### src/rtl/ym_lib_pkg.sv
// Shared definitions for the ym slot-multiplexed building blocks:
// operation encodings and a constant-evaluable width helper.
package ym_lib_pkg;

    localparam logic [2:0] OP_HOLD = 3'd0;
    localparam logic [2:0] OP_INC  = 3'd1;
    localparam logic [2:0] OP_DEC  = 3'd2;
    localparam logic [2:0] OP_LOAD = 3'd3;
    localparam logic [2:0] OP_CLR  = 3'd4;

    // Ceiling log2, never below 1 so a 2-entry ring still gets a 1-bit index.
    function automatic int unsigned clog2(input int unsigned n);
        int unsigned r;
        r = 0;
        for (int i = 0; i < 32; i++) begin
            if ((64'd1 << i) < 64'(n)) r = i + 1;
        end
        return (r == 0) ? 1 : r;
    endfunction

endpackage

### src/rtl/ym_slot_cnt_alu.sv
// Combinational next-value and carry/borrow logic for one counter slot.
// c_out follows only the count request so clr/load cannot mask an overflow flag.
module ym_slot_cnt_alu
    import ym_lib_pkg::*;
#(
    parameter int unsigned DATA_WIDTH = 10,
    parameter bit          SATURATE   = 1'b0
) (
    input  logic [DATA_WIDTH-1:0] head,
    input  logic [DATA_WIDTH-1:0] load_val,
    input  logic [2:0]            op,
    input  logic [2:0]            cnt_op,
    output logic [DATA_WIDTH-1:0] next,
    output logic                  c_out
);

    localparam logic [DATA_WIDTH-1:0] ONE = DATA_WIDTH'(1);

    logic all_ones;
    logic is_zero;

    assign all_ones = &head;
    assign is_zero  = ~|head;

    always_comb begin
        c_out = ((cnt_op == OP_INC) && all_ones) || ((cnt_op == OP_DEC) && is_zero);
    end

    always_comb begin
        next = head;
        case (op)
            OP_CLR:  next = '0;
            OP_LOAD: next = load_val;
            OP_INC:  next = (SATURATE && all_ones) ? head : head + ONE;
            OP_DEC:  next = (SATURATE && is_zero) ? head : head - ONE;
            default: next = head;
        endcase
    end

endmodule

### src/rtl/ym_slot_cnt_ring.sv
// Bank of SLOTS counters time-shared through a two-phase rotating ring:
// c1 captures the head's next value into st1, c2 rotates st1 into the tail.
module ym_slot_cnt_ring
    import ym_lib_pkg::*;
#(
    parameter int unsigned SLOTS      = 24,
    parameter int unsigned DATA_WIDTH = 10,
    parameter bit          SATURATE   = 1'b0
) (
    input  logic                      MCLK,
    input  logic                      reset,
    input  logic                      c1,
    input  logic                      c2,
    input  logic                      clr,
    input  logic                      load,
    input  logic [DATA_WIDTH-1:0]     load_val,
    input  logic                      inc,
    input  logic                      dec,
    output logic [DATA_WIDTH-1:0]     val,
    output logic                      c_out,
    output logic [clog2(SLOTS)-1:0]   slot,
    output logic                      sync
);

    localparam int unsigned SW = clog2(SLOTS);

    logic [DATA_WIDTH-1:0] ring_q [SLOTS];
    logic [DATA_WIDTH-1:0] st1_q;
    logic [SW-1:0]         slot_q;
    logic                  sync_q;

    logic [2:0]            cnt_op;
    logic [2:0]            op;
    logic [DATA_WIDTH-1:0] next;
    logic [SW-1:0]         slot_nxt;

    // inc and dec together cancel to a hold.
    always_comb begin
        cnt_op = OP_HOLD;
        if (inc && !dec) cnt_op = OP_INC;
        if (dec && !inc) cnt_op = OP_DEC;
        op = cnt_op;
        if (load) op = OP_LOAD;
        if (clr)  op = OP_CLR;
    end

    ym_slot_cnt_alu #(
        .DATA_WIDTH (DATA_WIDTH),
        .SATURATE   (SATURATE)
    ) u_alu (
        .head     (ring_q[0]),
        .load_val (load_val),
        .op       (op),
        .cnt_op   (cnt_op),
        .next     (next),
        .c_out    (c_out)
    );

    assign slot_nxt = (slot_q == SW'(SLOTS - 1)) ? '0 : slot_q + SW'(1);

    always_ff @(posedge MCLK or negedge reset) begin
        if (!reset) begin
            for (int i = 0; i < SLOTS; i++) ring_q[i] <= '0;
            st1_q  <= '0;
            slot_q <= '0;
            sync_q <= 1'b1;
        end else begin
            if (c1) st1_q <= next;
            if (c2) begin
                for (int i = 0; i < SLOTS - 1; i++) ring_q[i] <= ring_q[i+1];
                ring_q[SLOTS-1] <= st1_q;
                slot_q          <= slot_nxt;
                sync_q          <= (slot_nxt == '0);
            end
        end
    end

    assign val  = ring_q[0];
    assign slot = slot_q;
    assign sync = sync_q;

endmodule

### config.mk
export PLATFORM = sky130hd
export DESIGN_NAME = ym_slot_cnt_ring
export DESIGN_NICKNAME = d
export VERILOG_FILES = /design/src/rtl/ym_lib_pkg.sv /design/src/rtl/ym_slot_cnt_alu.sv /design/src/rtl/ym_slot_cnt_ring.sv
export SDC_FILE = /design/constraint.sdc
export NUM_CORES = 1
export LEC_CHECK = 0
export CAP_MARGIN = 40
export CORE_ASPECT_RATIO = 1.5
export CORE_MARGIN = 2
export CORE_UTILIZATION = 65
export DETAILED_ROUTE_END_ITERATION = 8
export PLACE_DENSITY = 0.84
export SETUP_SLACK_MARGIN = 0.3
export SLEW_MARGIN = 20
export SYNTH_ARGS = -nofsm -noshare
export SYNTH_HDL_FRONTEND = slang
export SYNTH_SLANG_ARGS = --single-unit
### constraint.sdc
create_clock -name MCLK -period 3.6 [get_ports MCLK]
set_input_delay 0.36 -clock MCLK [delete_from_list [all_inputs] [get_ports MCLK]]
set_output_delay 0.36 -clock MCLK [all_outputs]
set_load 0.03 [all_outputs]
Yosys cells after proc, flatten, opt, wreduce, memory -nomap -nowiden
Index checks and enable logic that the tools add are counted.
W data, S select, Z words.
{ "op_classes": {"n_addsub": 3, "eq_ne": 7, "mux": 6, "reduce_logical": 11} }
{ "ops": {"columns": ["cell", "n"], "rows": [
  ["$pmux W10 S4", 1],
  ["$add A10 B1 Y10 const B", 1],
  ["$reduce_and A10 Y1", 1],
  ["$reduce_or A10 Y1", 1],
  ["$sub A10 B1 Y10 const B", 1],
  ["$eq A3 B2 Y1 const B", 2],
  ["$mux W3", 2],
  ["$add A5 B1 Y5 const B", 1],
  ["$eq A5 B5 Y1 const B", 1],
  ["$logic_not A5 Y1", 1],
  ["$mux W5", 1],
  ["$logic_and A1 B1 Y1", 4],
  ["$eq A3 B1 Y1 const B", 1],
  ["$eq A3 B3 Y1 const B", 1],
  ["$logic_not A1 Y1", 3],
  ["$eq A2 B1 Y1 const B", 1],
  ["$eq A2 B2 Y1 const B", 1],
  ["$mux W2", 1],
  ["$logic_or A1 B1 Y1", 1],
  ["$mux W1", 1]
]} }
{ "word_totals": {"reg_bits": 256, "inputBits": 18, "word_cells": 54} }

Logic depth before layout (Yosys ltp)
Gate-level depths: netlist of run 1.
{ "depth": {"word_depth": 8, "depth_mapped": 10, "ltp_nobuf": 9} }

By module
Synthesis of run 1 repeated with hierarchy kept, for this count alone.
{ "hier_totals": {"cells_unflattened": 701, "area_unflattened_um2": 10622.7} }
{ "by_module_without_submodules": {"columns": ["mod", "instances", "cells_per_inst", "area_per_inst_um2"], "rows": [
  ["ym_slot_cnt_ring", 1, 567, 9751.9],
  ["ym_slot_cnt_alu", 1, 134, 870.8]
]} }

Least setup slack after synthesis of run 1
No wires, ideal clock.
{ "synth_path": {"path_type": "input-to-reg", "start": "input port load", "end": "register st1_q[9]", "setup_ns": 0.126, "arrival_time_ns": 2.213, "t_required_ns": 3.474, "path_slack_ns": 1.261, "cell_stages": 10, "path_buffers": 1, "cell_sequence": "buf_2 nor2_2 nand2_1 inv_1 ha_1 a211oi_2 nor2_1 o311ai_1 nor4b_2 nor3_1"} }
{ "synth_via": {"elab_chain_cells": 4, "word_cells_on_any_way": 7} }
{ "synth_lines": {"columns": ["element", "line_no", "source"], "rows": [
  ["start, declared", "ym_slot_cnt_ring.sv:15", "input logic load,"],
  ["$mux W3 (*)", "ym_slot_cnt_ring.sv:43", "if (load) op = OP_LOAD;"],
  ["$mux W3 (*)", "ym_slot_cnt_ring.sv:44", "if (clr) op = OP_CLR;"],
  ["$eq A3 B2 Y1 (tied with other cells)", "ym_slot_cnt_alu.sv:31", "case (op)"],
  ["$pmux W10 S4 (*)", "ym_slot_cnt_alu.sv:31", null],
  ["end signal, assigned", "ym_slot_cnt_ring.sv:68", "if (c1) st1_q <= next;"],
  ["end, declared", "ym_slot_cnt_ring.sv:28", "logic [DATA_WIDTH-1:0] st1_q;"]
]} }
Every way passes the cells marked *; elsewhere a longest branch is shown, timed or not.
A chain may end at the register's enable or synchronous reset.

Worst setup path after layout of run 1
Ends and elaborated chain as after synthesis.

==> key figures, run 1 <==
Outcome
  • Status: completed

Hold path
  • Hold Path Origin: c2
  • Hold path depth: 3
  • Hold Path End: sync
  • Worst hold path type: input pin to register

Drt
  • 1st-pass router iterations: 4
  • Via-to-Cell Ratio: 5.80
  • Routed Antenna Nets: 0
  • Wire per inst: around 20 µm
  • Initial drt markers: between 200 and 300
  • Routed via count: between 5000 and 6000
  • Drt drc: 0
  • Total wire length: between 15000 and 20000 µm

Timing
  • PnR worst setup slack: slightly below 0.9 ns
  • Final Cycle Share: around 76%
  • Final setup vio count: 0
  • Worst Skew: 0.0204 ns
  • RSZ-0062 raised after global routing: no
  • Final Hold Viols: 0
  • Setup tns final: 0 ns
  • Relative slew margins: between 40% and 50%
  • Final min period: ~2.7 ns
  • Final Max Slew Viols: 0
  • Hold_ws: approximately 0.34 ns
  • Peak Freq: around 370 MHz
  • Worst-margin pin slew: between 0.7 and 0.8 ns

Clock tree
  • Clk slew on worst S/H paths: approximately 0.07 ns
  • CTS root buffer: clkbuf_16
  • CTS Buf Count: 23
  • H-tree levels: 1
  • CTS sink cnt: 256
  • CTS tree: built
  • Clock Tree Buf Depth: 3
  • Post-cts sizing count: 0
  • Clk_lat worst skew: approximately 0.52 ns
  • Post-CTS Setup Inserts: 0

Placement
  • Final HPWL DP: between 10000 and 15000 µm
  • # port buffers: 34
  • Placed cell area: ~11000 µm²
  • Placed insts: 890
  • Gpl congestion: approximately 0.84
  • Pre-CTS setup slack: approximately 0.34 ns

Global route
  • Initial antenna violation count: 0
  • Largest net degree at the start of global routing: about 110
  • Global-route usage over all layers: between 20 and 25%
  • Global-route wire length before repair: slightly below 30000 µm
  • Remaining Overflow, GRT: 0
  • Vias in the first global route: between 5000 and 6000

Yosys
  • Yosys top cell area share: approximately three fifths
  • Most frequent cell after synthesis: dfrtp_1
  • Xor/xnor cell area share of the yosys netlist: 0.582%
  • Synth Net Count: approximately 710
  • Synth area leader: dfrtp_1
  • Compound-cell area share of the yosys netlist: ~3.9%
  • Cell variety after synth: ~50
  • EDFF count, synth: 0
  • Syn avg cell area: 15.1 µm²
  • Post-synthesis mux area share: a little over a quarter
  • Post-synthesis simple-gate area fraction: 3.20%
  • Sequential area share after synthesis: 62.1%
  • Synth top area cells: dfrtp_1 62%, mux2_2 26%, ha_1 1.2%
  • Post-synth top flop: dfrtp_1
  • Largest family of logic cells by synthesized area: multiplexers
  • Ys Warns: 0
  • Post-Syn Area: slightly above 10000 µm²
  • Flops & latches, synth: about 260
  • Synth async-reset ratio: 100%
  • Adder-Cell Fraction of Synth Area: around 1.4%
  • Cells after Synth: approximately 690
  • Commonest cells in the netlist: 255 x dfrtp_1, 239 x mux2_2, 21 x buf_2

Critical path
  • RR Startpoint: val[6]
  • Crit Path Category: input pin to register
  • Data required, critical path: roughly 4.0 ns
  • Worst Path Max Fanout: 10
  • Crit. End Element: register
  • Critical path launch point type: input pin
  • R2R Setup Slk: 1.48 ns
  • FF-to-FF End: st1_q[9]
  • Register-to-Register Path Depth: 6
  • CP arrival: ~3.1 ns

Power and ir drop
  • Max VDD drop: around 0.51 mV
  • Power Total: slightly below 9 mW
  • PD cells: just under 800 nW/µm²
  • P_leak: ~5.4 nW

Cells and area
  • Area growth, synth to finish: 12.0%
  • Final Instance Count excl. Fillers: between 900 and 1000
  • Final core occ: 74.3%
  • Design Area, Final: ~12000 µm²
  • Fin nets: 742
  • Fraction of layout cells with a size suffix above 1: 40.2%
  • Ant. Diodes: 0

Floorplanning
  • Chip height: about 160 µm
  • Die W: 107 µm
  • Die ar.: roughly 17000 µm²
  • Initial Util: between 60% and 70%
  • Io pins: 35
  • Core Region: roughly 16000 µm²
  • Site Rows: 56

Run
  • Max Cap Viol: 0
[critical path, stage by stage]
cell,delay (ns)
clkdlybuf4s50_1,0.60
nor2_2,0.27
nand2_1,0.13
inv_1,0.22
ha_1,0.29
a211oi_1,0.31
o21bai_1,0.20
o311ai_1,0.38
nor4b_2,0.27
nor3_1,0.07
[final cells by class]
class                           count  area (µm²)
Tap cell                          203         254
Timing Repair Buffer               44         453
Inverter                           11        41.3
Sequential cell                   256        6410
Fill cell                         939        4000
Clock buffer                       33         663
Clock inverter                      8        87.6
Multi-Input combinational cell    377        3650
[registers in the layout, summed over array words and instances (netlist names)]
signal and cells:
val 10, st1_q 10, ring_q 230, sync 1, slot 5
[placed cells by master (no fill, tap or decap), types with 3 or more instances in the layout]
cell type,n
clkinv_2,4
clkbuf_16,23
mux2_2,239
clkdlybuf4s50_1,32
nand4_1,4
nand2b_1,5
xnor2_1,3
nand3_1,5
nor2b_1,3
o21ai_0,12
nand2_1,12
dfrtp_1,255
clkbuf_1,5
ha_1,10
nor2_1,12
clkbuf_8,5
nor3_1,5
a21oi_1,14
inv_1,11
and3_1,3
o21a_1,5
a211oi_1,3
buf_4,7
[report_power, final]
part	total [mW]	internal [mW]	switching, mW
clock	2.42	1.37	1.05
sequential	4.64	3.94	0.694
combinational	1.84	1.08	0.767
[per-layer routing]
| metal | part of all wire [%] | track usage, % |
|---|---|---|
| met5 | 0 | 0 |
| met4 | 2.8 | 7.79 |
| met3 | 2.6 | 2.54 |
| met2 | 52 | 38.3 |
| met1 | 42 | 29.9 |
[cells by family after synthesis]
kind of cell,count (synthesis)
AOI/OAI and AO/OA,58
xor gates and xnor gates,6
adders and majority gates,11
buffers and inverters,52
DFF,256
muxes,241
and+or+nand+nor,61
[worst max-delay path by stage]
stage               start        to  slack (ns)  cells after the start
finish               load  st1_q[9]        0.87                     10
global route         load  st1_q[9]        0.65                     10
CTS                  load  st1_q[9]        0.87                     10
detailed placement   load  st1_q[9]        0.34                     10
global placement     load  st1_q[9]        0.35                     10
floorplan            load  st1_q[9]        1.26                     10
[timing repair]
action,in CTS,in global routing
endpoints found under the hold margin,94,0
hold buffers,1,0
endpoints found under the setup margin,0,0
(Power assumes the default switching activity.)
==> run 2: changes to the inputs <==
--- a/config.mk
+++ b/config.mk
@@ -8,9 +8,9 @@
 export CAP_MARGIN = 40
 export CORE_ASPECT_RATIO = 1.5
 export CORE_MARGIN = 2
-export CORE_UTILIZATION = 65
+export CORE_UTILIZATION = 55
 export DETAILED_ROUTE_END_ITERATION = 8
-export PLACE_DENSITY = 0.84
+export PLACE_DENSITY = 0.76
 export SETUP_SLACK_MARGIN = 0.3
 export SLEW_MARGIN = 20
 export SYNTH_ARGS = -nofsm -noshare
==> constraint.sdc (replaced) <==
create_clock -name MCLK -period 2.4 [get_ports MCLK]
set_input_delay 0.24 -clock MCLK [delete_from_list [all_inputs] [get_ports MCLK]]
set_output_delay 0.24 -clock MCLK [all_outputs]
set_load 0.03 [all_outputs]
==> run 2 against run 1 <==
  * Worst hold slack lost 0.20 ns
  * Count of clock-buffer cells in the layout down 1
  * Global-route usage is 3.5 points lower
  * Cell count rose by 9.2%
  * First-iteration DRC count shrank 27%
  * Critical endpoint is now val[4]
  * Flip-flop and latch count unchanged
  * Wire length shrank 2.8%
  * Setup slack worse by 0.55 ns
  * Die area grew 18%
  * Via count up 2.3%
  * Sequential power grew 49%
  * Combinational power grew 63%
==> key figures, run 2 (synthesis results as in run 1) <==
Outcome
  • Status: completed

Power and ir drop
  • PD cells: between 1000 and 1500 nW/µm²
  • Max VDD drop: about 0.76 mV
  • Power Total: ~14 mW
  • P_leak: roughly 5.7 nW

Global route
  • Vias in the first global route: ~5900
  • Largest net degree at the start of global routing: slightly below 90
  • Global-route wire length before repair: about 30000 µm
  • Initial antenna violation count: 0
  • Remaining Overflow, GRT: 0
  • Global-route usage over all layers: about a fifth

Clock tree
  • Clk_lat worst skew: 0.52 ns
  • Clock Tree Buf Depth: 3
  • Clk slew on worst S/H paths: 0.06 ns
  • CTS root buffer: clkbuf_16
  • CTS Buf Count: 23
  • CTS sink cnt: approximately 260
  • H-tree levels: 1
  • CTS tree: built

Drt
  • Via-to-Cell Ratio: 5.43
  • 1st-pass router iterations: 4
  • Routed via count: roughly 5500
  • Routed Antenna Nets: 0
  • Initial drt markers: 215
  • Total wire length: about 18000 µm
  • Drt drc: 0
  • Wire per inst: around 17 µm

Floorplanning
  • Chip height: ~170 µm
  • Core Region: approximately 18000 µm²
  • Site Rows: 61
  • Io pins: 35
  • Initial Util: 55.8%
  • Die ar.: around 20000 µm²
  • Die W: 116 µm

Critical path
  • WP depth: 1
  • Crit-path leading delay family: buffers and inverters
  • CP arrival: roughly 1.8 ns
  • CP Buf/Inv Count: 1
  • Max stage delay cell, worst path: clkdlybuf4s50_1
  • Critical path launch point type: register
  • Crit Path Category: register to output pin
  • Data required, critical path: between 2 and 2.5 ns
  • CP cell instances: clkdlybuf4s50_1
  • Worst Path Max Fanout: 6
  • Critical path's largest stage delay: roughly 0.75 ns
  • Register-to-Register Path Depth: 7
  • Crit. End Element: output pin

Cells and area
  • Fraction of layout cells with a size suffix above 1: 46.7%
  • Fin nets: ~800
  • Ant. Diodes: 0
  • Final Instance Count excl. Fillers: roughly 1000
  • Most common cell after layout, fill and taps aside: dfrtp_1
  • Largest register FFs: between 200 and 250
  • Area growth, synth to finish: 17.8%
  • Commonest cells after routing, fill and taps aside: 251 x dfrtp_1, 239 x mux2_2, 42 x buf_4
  • Fillcell total: 1343
  • Top reg by flops: ring_q

Timing
  • Peak Freq: about 480 MHz
  • Worst-margin pin slew: approximately 0.56 ns
  • Final Cycle Share: between 80% and 90%
  • PnR worst setup slack: between 0.3 and 0.4 ns
  • Final Hold Viols: 0
  • Relative slew margins: roughly 63%
  • Final setup vio count: 0
  • Final min period: 2.07 ns
  • Final Max Slew Viols: 0
  • RSZ-0062 raised after global routing: yes
  • Worst Skew: 0.0108 ns

Run
  • Max Cap Viol: 0

Placement
  • Placed insts: 971
  • Final HPWL DP: roughly 12000 µm
  • # port buffers: 34
  • Gpl congestion: ~0.84
  • Pre-CTS setup slack: -0.417 ns

Hold path
  • Worst hold path type: input pin to register
  • Hold path depth: 3
[run 2: cell types whose count changed in the layout (fill, tap and decap cells not counted), moves of 3 or more]
cell	before	now
buf_4	7	42
clkbuf_1	5	1
clkbuf_8	5	8
clkdlybuf4s50_1	32	29
dfrtp_1	255	251
dfrtp_2	0	4
ha_1	10	3
ha_4	0	6
[run 2: cell type report]
| cell class | instances | area [µm²] | share of cell area, % |
|---|---|---|---|
| tap | 252 | 315 | 2.59 |
| sequential | 256 | 6410 | 52.8 |
| clock inverter | 9 | 139 | 1.14 |
| multi-input combinational | 377 | 3790 | 31.2 |
| inverter | 11 | 46.3 | 0.381 |
| timing repair buffer | 81 | 762 | 6.27 |
| clock buffer | 32 | 689 | 5.67 |
[run 2: final timing paths]
check / startpoint / end / slack, ns
setup / recovery: val[4] / val[4] / 0.33
max in group asynchronous: reset / ring_q[173] / 1.29
hold reg to reg: sync / sync / 0.48
hold / removal: c2 / sync / 0.14
min in group asynchronous: reset / ring_q[42] / 0.24
setup reg to reg: val[5] / st1_q[9] / 0.45
[run 2: metal layers]
| layer | GRT usage, % | vias up | wire, µm |
|---|---|---|---|
| met5 | 0 | - | 0 |
| met4 | 6.78 | 0 | 621 |
| met3 | 2.57 | 43 | 573 |
| met2 | 32.5 | 95 | 8990 |
| met1 | 24.3 | 2825 | 7580 |
| li1 | - | 2565 | - |
[run 2: repair_timing]
action | in CTS | in global routing
pin swaps | 5 | 9
gates resized for setup | 15 | 25
setup buffers | 1 | 4
hold endpoints to repair | 53 | 0
setup endpoints to repair | 5 | 8
hold buffers | 1 | 0
[run 2: report_power, final]
group / switching, mW / leakage, nW / internal (mW) / total [mW]
Sequential: 0.979 / 3.29 / 5.92 / 6.90
Clock: 1.56 / 0.414 / 2.34 / 3.90
Combinational: 1.20 / 2.00 / 1.78 / 2.99
Total: 3.74 / 5.70 / 10.0 / 13.8
[run 2: per-stage QoR]
stage | instance area [µm²] | util [%] | TNS (ns) | hold WS, ns
2_1_floorplan | 10300 | - | 0 | -0.0556
3_3_place_gp | 11100 | 60.2 | -1.23 | 0.204
3_5_place_dp | 11100 | 60.2 | -1.36 | 0.206
4_1_cts | 12000 | 64.9 | 0 | 0.149
5_1_grt | 12200 | 65.8 | 0 | 0.161
6_report | 12200 | 65.8 | 0 | 0.141
==> run 3: changes to the inputs <==
--- a/config.mk
+++ b/config.mk
@@ -9,6 +9,7 @@
 export CORE_ASPECT_RATIO = 1.5
 export CORE_MARGIN = 2
 export CORE_UTILIZATION = 55
+export CTS_CLUSTER_SIZE = 12
 export DETAILED_ROUTE_END_ITERATION = 8
 export PLACE_DENSITY = 0.76
 export SETUP_SLACK_MARGIN = 0.3
==> constraint.sdc (replaced) <==
create_clock -name MCLK -period 1.7 [get_ports MCLK]
set_input_delay 0.17 -clock MCLK [delete_from_list [all_inputs] [get_ports MCLK]]
set_output_delay 0.17 -clock MCLK [all_outputs]
set_load 0.03 [all_outputs]
==> run 3 against run 2 <==
  * The run now ends with negative setup slack left
  * Critical path depth is 5 higher
  * Non-clock buffer count rose by 24
  * Flip-flop and latch count stayed put
  * First-iteration DRC count up 33%
  * Sequential power increased by 40%
  * Die area stayed put
  * Design area increased by 3.1%
  * Global-route usage up 0.34 points
  * Critical path type unchanged
  * Critical endpoint is now c_out
  * Largest power group unchanged
  * Highest routed layer unchanged
==> key figures, run 3 (synthesis results as in run 1) <==
Hold path
  • Worst hold path type: input pin to register

Power and ir drop
  • Clk pwr share: between 20% and 30%
  • Sequential power share: between 40% and 50%
  • Sw Ratio: between 20% and 30%
  • Psw: approximately 5.5 mW
  • Max VDD drop: between 1 and 1.5 mV
  • Int Power: ~14 mW
  • Comb pwr share: 25.0%
  • P_leak: about 5.9 nW
  • PD cells: 1580 nW/µm²

Run
  • Max Cap Viol: 0

Cells and area
  • Top reg by flops: ring_q
  • Fraction of layout cells with a size suffix above 1: between 50% and 60%
  • Fin nets: roughly 810
  • Area growth, synth to finish: 21.5%
  • Ant. Diodes: 0
  • Sequential cell area: between 6000 and 7000 µm²
  • Largest register FFs: between 200 and 250
  • Fillcell total: roughly 1300
  • Commonest cells after routing, fill and taps aside: 247 x dfrtp_1, 239 x mux2_2, 49 x buf_4
  • Area of the multi-input gates: around 4000 µm²
  • Most common cell after layout, fill and taps aside: dfrtp_1

Critical path
  • Crit-path leading delay family: buffers and inverters
  • CP Buf/Inv Count: 3
  • Critical path's largest stage delay: between 0.4 and 0.5 ns
  • Max stage delay cell, worst path: dfrtp_2
  • Worst Path Max Fanout: 4
  • Crit Path Category: register to output pin
  • CP arrival: about 1.8 ns
  • Crit. End Element: output pin
  • Data required, critical path: ~1.5 ns
  • CP cell instances: buf_4, buf_6, nor2_2, nand4_1, o31ai_2, buf_4
  • Most common cell on crit path: buf_4
  • Critical path launch point type: register

Global route
  • Global-route usage over all layers: between 10% and 20%
  • Vias in the first global route: between 6000 and 7000
  • Largest net degree at the start of global routing: 65
  • Initial antenna violation count: 0
  • Global-route wire length before repair: about 30000 µm
  • Remaining Overflow, GRT: 0

Placement
  • Final HPWL DP: 12100 µm
  • # port buffers: 34
  • Pre-CTS setup slack: -0.807 ns
  • Gpl congestion: 0.842

Floorplanning
  • Initial Util: 55.8%
  • Site Rows: between 60 and 70
  • Io pins: 35
  • Die W: between 100 and 150 µm
  • Die ar.: just under 20000 µm²
  • Core Region: about 18000 µm²
  • Chip height: between 150 and 200 µm

Drt
  • Routed via count: about 5600
  • Total wire length: 18300 µm
  • Initial drt markers: 285
  • Routed Antenna Nets: 0
  • 1st-pass router iterations: 5
  • Drt drc: 0
  • Via-to-Cell Ratio: roughly 5.4
  • Wire per inst: ~18 µm

Timing
  • Hold_ws: between 0.02 and 0.03 ns
  • Peak Freq: ~520 MHz
  • PnR worst setup slack: -0.227 ns
  • Worst-margin pin slew: ~0.42 ns
  • Worst Skew: between 0.015 and 0.02 ns
  • Relative slew margins: 72.2%
  • Final setup vio count: 6
  • Final Hold Viols: 0
  • Final min period: around 1.9 ns
  • Final Cycle Share: 113%
  • Final Max Slew Viols: 0
  • RSZ-0062 raised after global routing: yes

Clock tree
  • CTS sink cnt: between 200 and 300
  • Clk_lat worst skew: about 0.52 ns
  • Clock Tree Buf Depth: 3
  • CTS root buffer: clkbuf_16
  • Clk slew on worst S/H paths: approximately 0.060 ns
  • H-tree levels: 1
  • CTS tree: built
  • CTS Buf Count: 26

Outcome
  • Status: finished with violations
  • Failing checks: negative setup slack
==> run 3: area by class of cell <==
type,count,area share (%)
inverters,11,0.449
well taps,252,2.52
clock buffers,40,5.61
repair buffers,105,8.37
multi-input cells,377,31.3
clock inverters,4,0.499
flip-flops and latches,256,51.2
==> run 3: metal layers <==
metal	vias up	GRT usage (%)	share of wire, %	wire [µm]
met5	-	0	0	0
met4	0	6.47	2.5	454
met3	31	2.50	3.1	565
met2	92	33.4	52	9570
met1	2864	24.8	42	7740
li1	2625	-	-	-
==> run 3: worst register-to-register path, cell delays in order (launching register included) <==
cell      delay, ns
dfrtp_2        0.45
ha_4           0.27
a211oi_4       0.25
o21bai_2       0.09
buf_4          0.14
o221a_1        0.24
o311ai_2       0.21
o21a_1         0.16
==> run 3: timing repair <==
action,CTS,global route
gates resized for setup,128,35
setup buffers,10,6
hold buffers,1,0
hold endpoints to repair,255,0
pin swaps,6,13
endpoints found under the setup margin,26,23
==> run 3: through the flow <==
stage          util (%)  total power, mW  area [µm²]  TNS, ns  std cells
3_3_place_gp       61.5             13.8       11400    -5.19        984
2_1_floorplan         -             12.5       10400   -0.374        685
3_5_place_dp       61.5             14.2       11400    -5.32        984
5_1_grt            67.8             20.9       12500    -1.39       1045
6_report           67.8             19.8       12500   -0.930       1045
4_1_cts            66.8             19.7       12300   -0.902       1039
==> run 3: worst paths after layout <==
path	start	endpoint	slack (ns)	cells past startpoint
worst max-delay path	val[1]	c_out	-0.23	6
worst min-delay path	c2	sync	0.03	3
worst max register to register	val[1]	st1_q[7]	-0.19	7
worst min register to register	ring_q[217]	ring_q[227]	0.49	1
max in group asynchronous	reset	sync	0.89	3
min in group asynchronous	reset	ring_q[86]	0.10	2
==> run 3: power groups by stage <==
stage,sequential (mW),combinational (mW),clock (mW)
2_1_floorplan,9.40,3.06,0
3_3_place_gp,9.60,4.20,0
3_5_place_dp,9.77,4.40,0
4_1_cts,9.65,4.74,5.31
5_1_grt,9.95,5.36,5.60
6_report,9.65,4.95,5.17
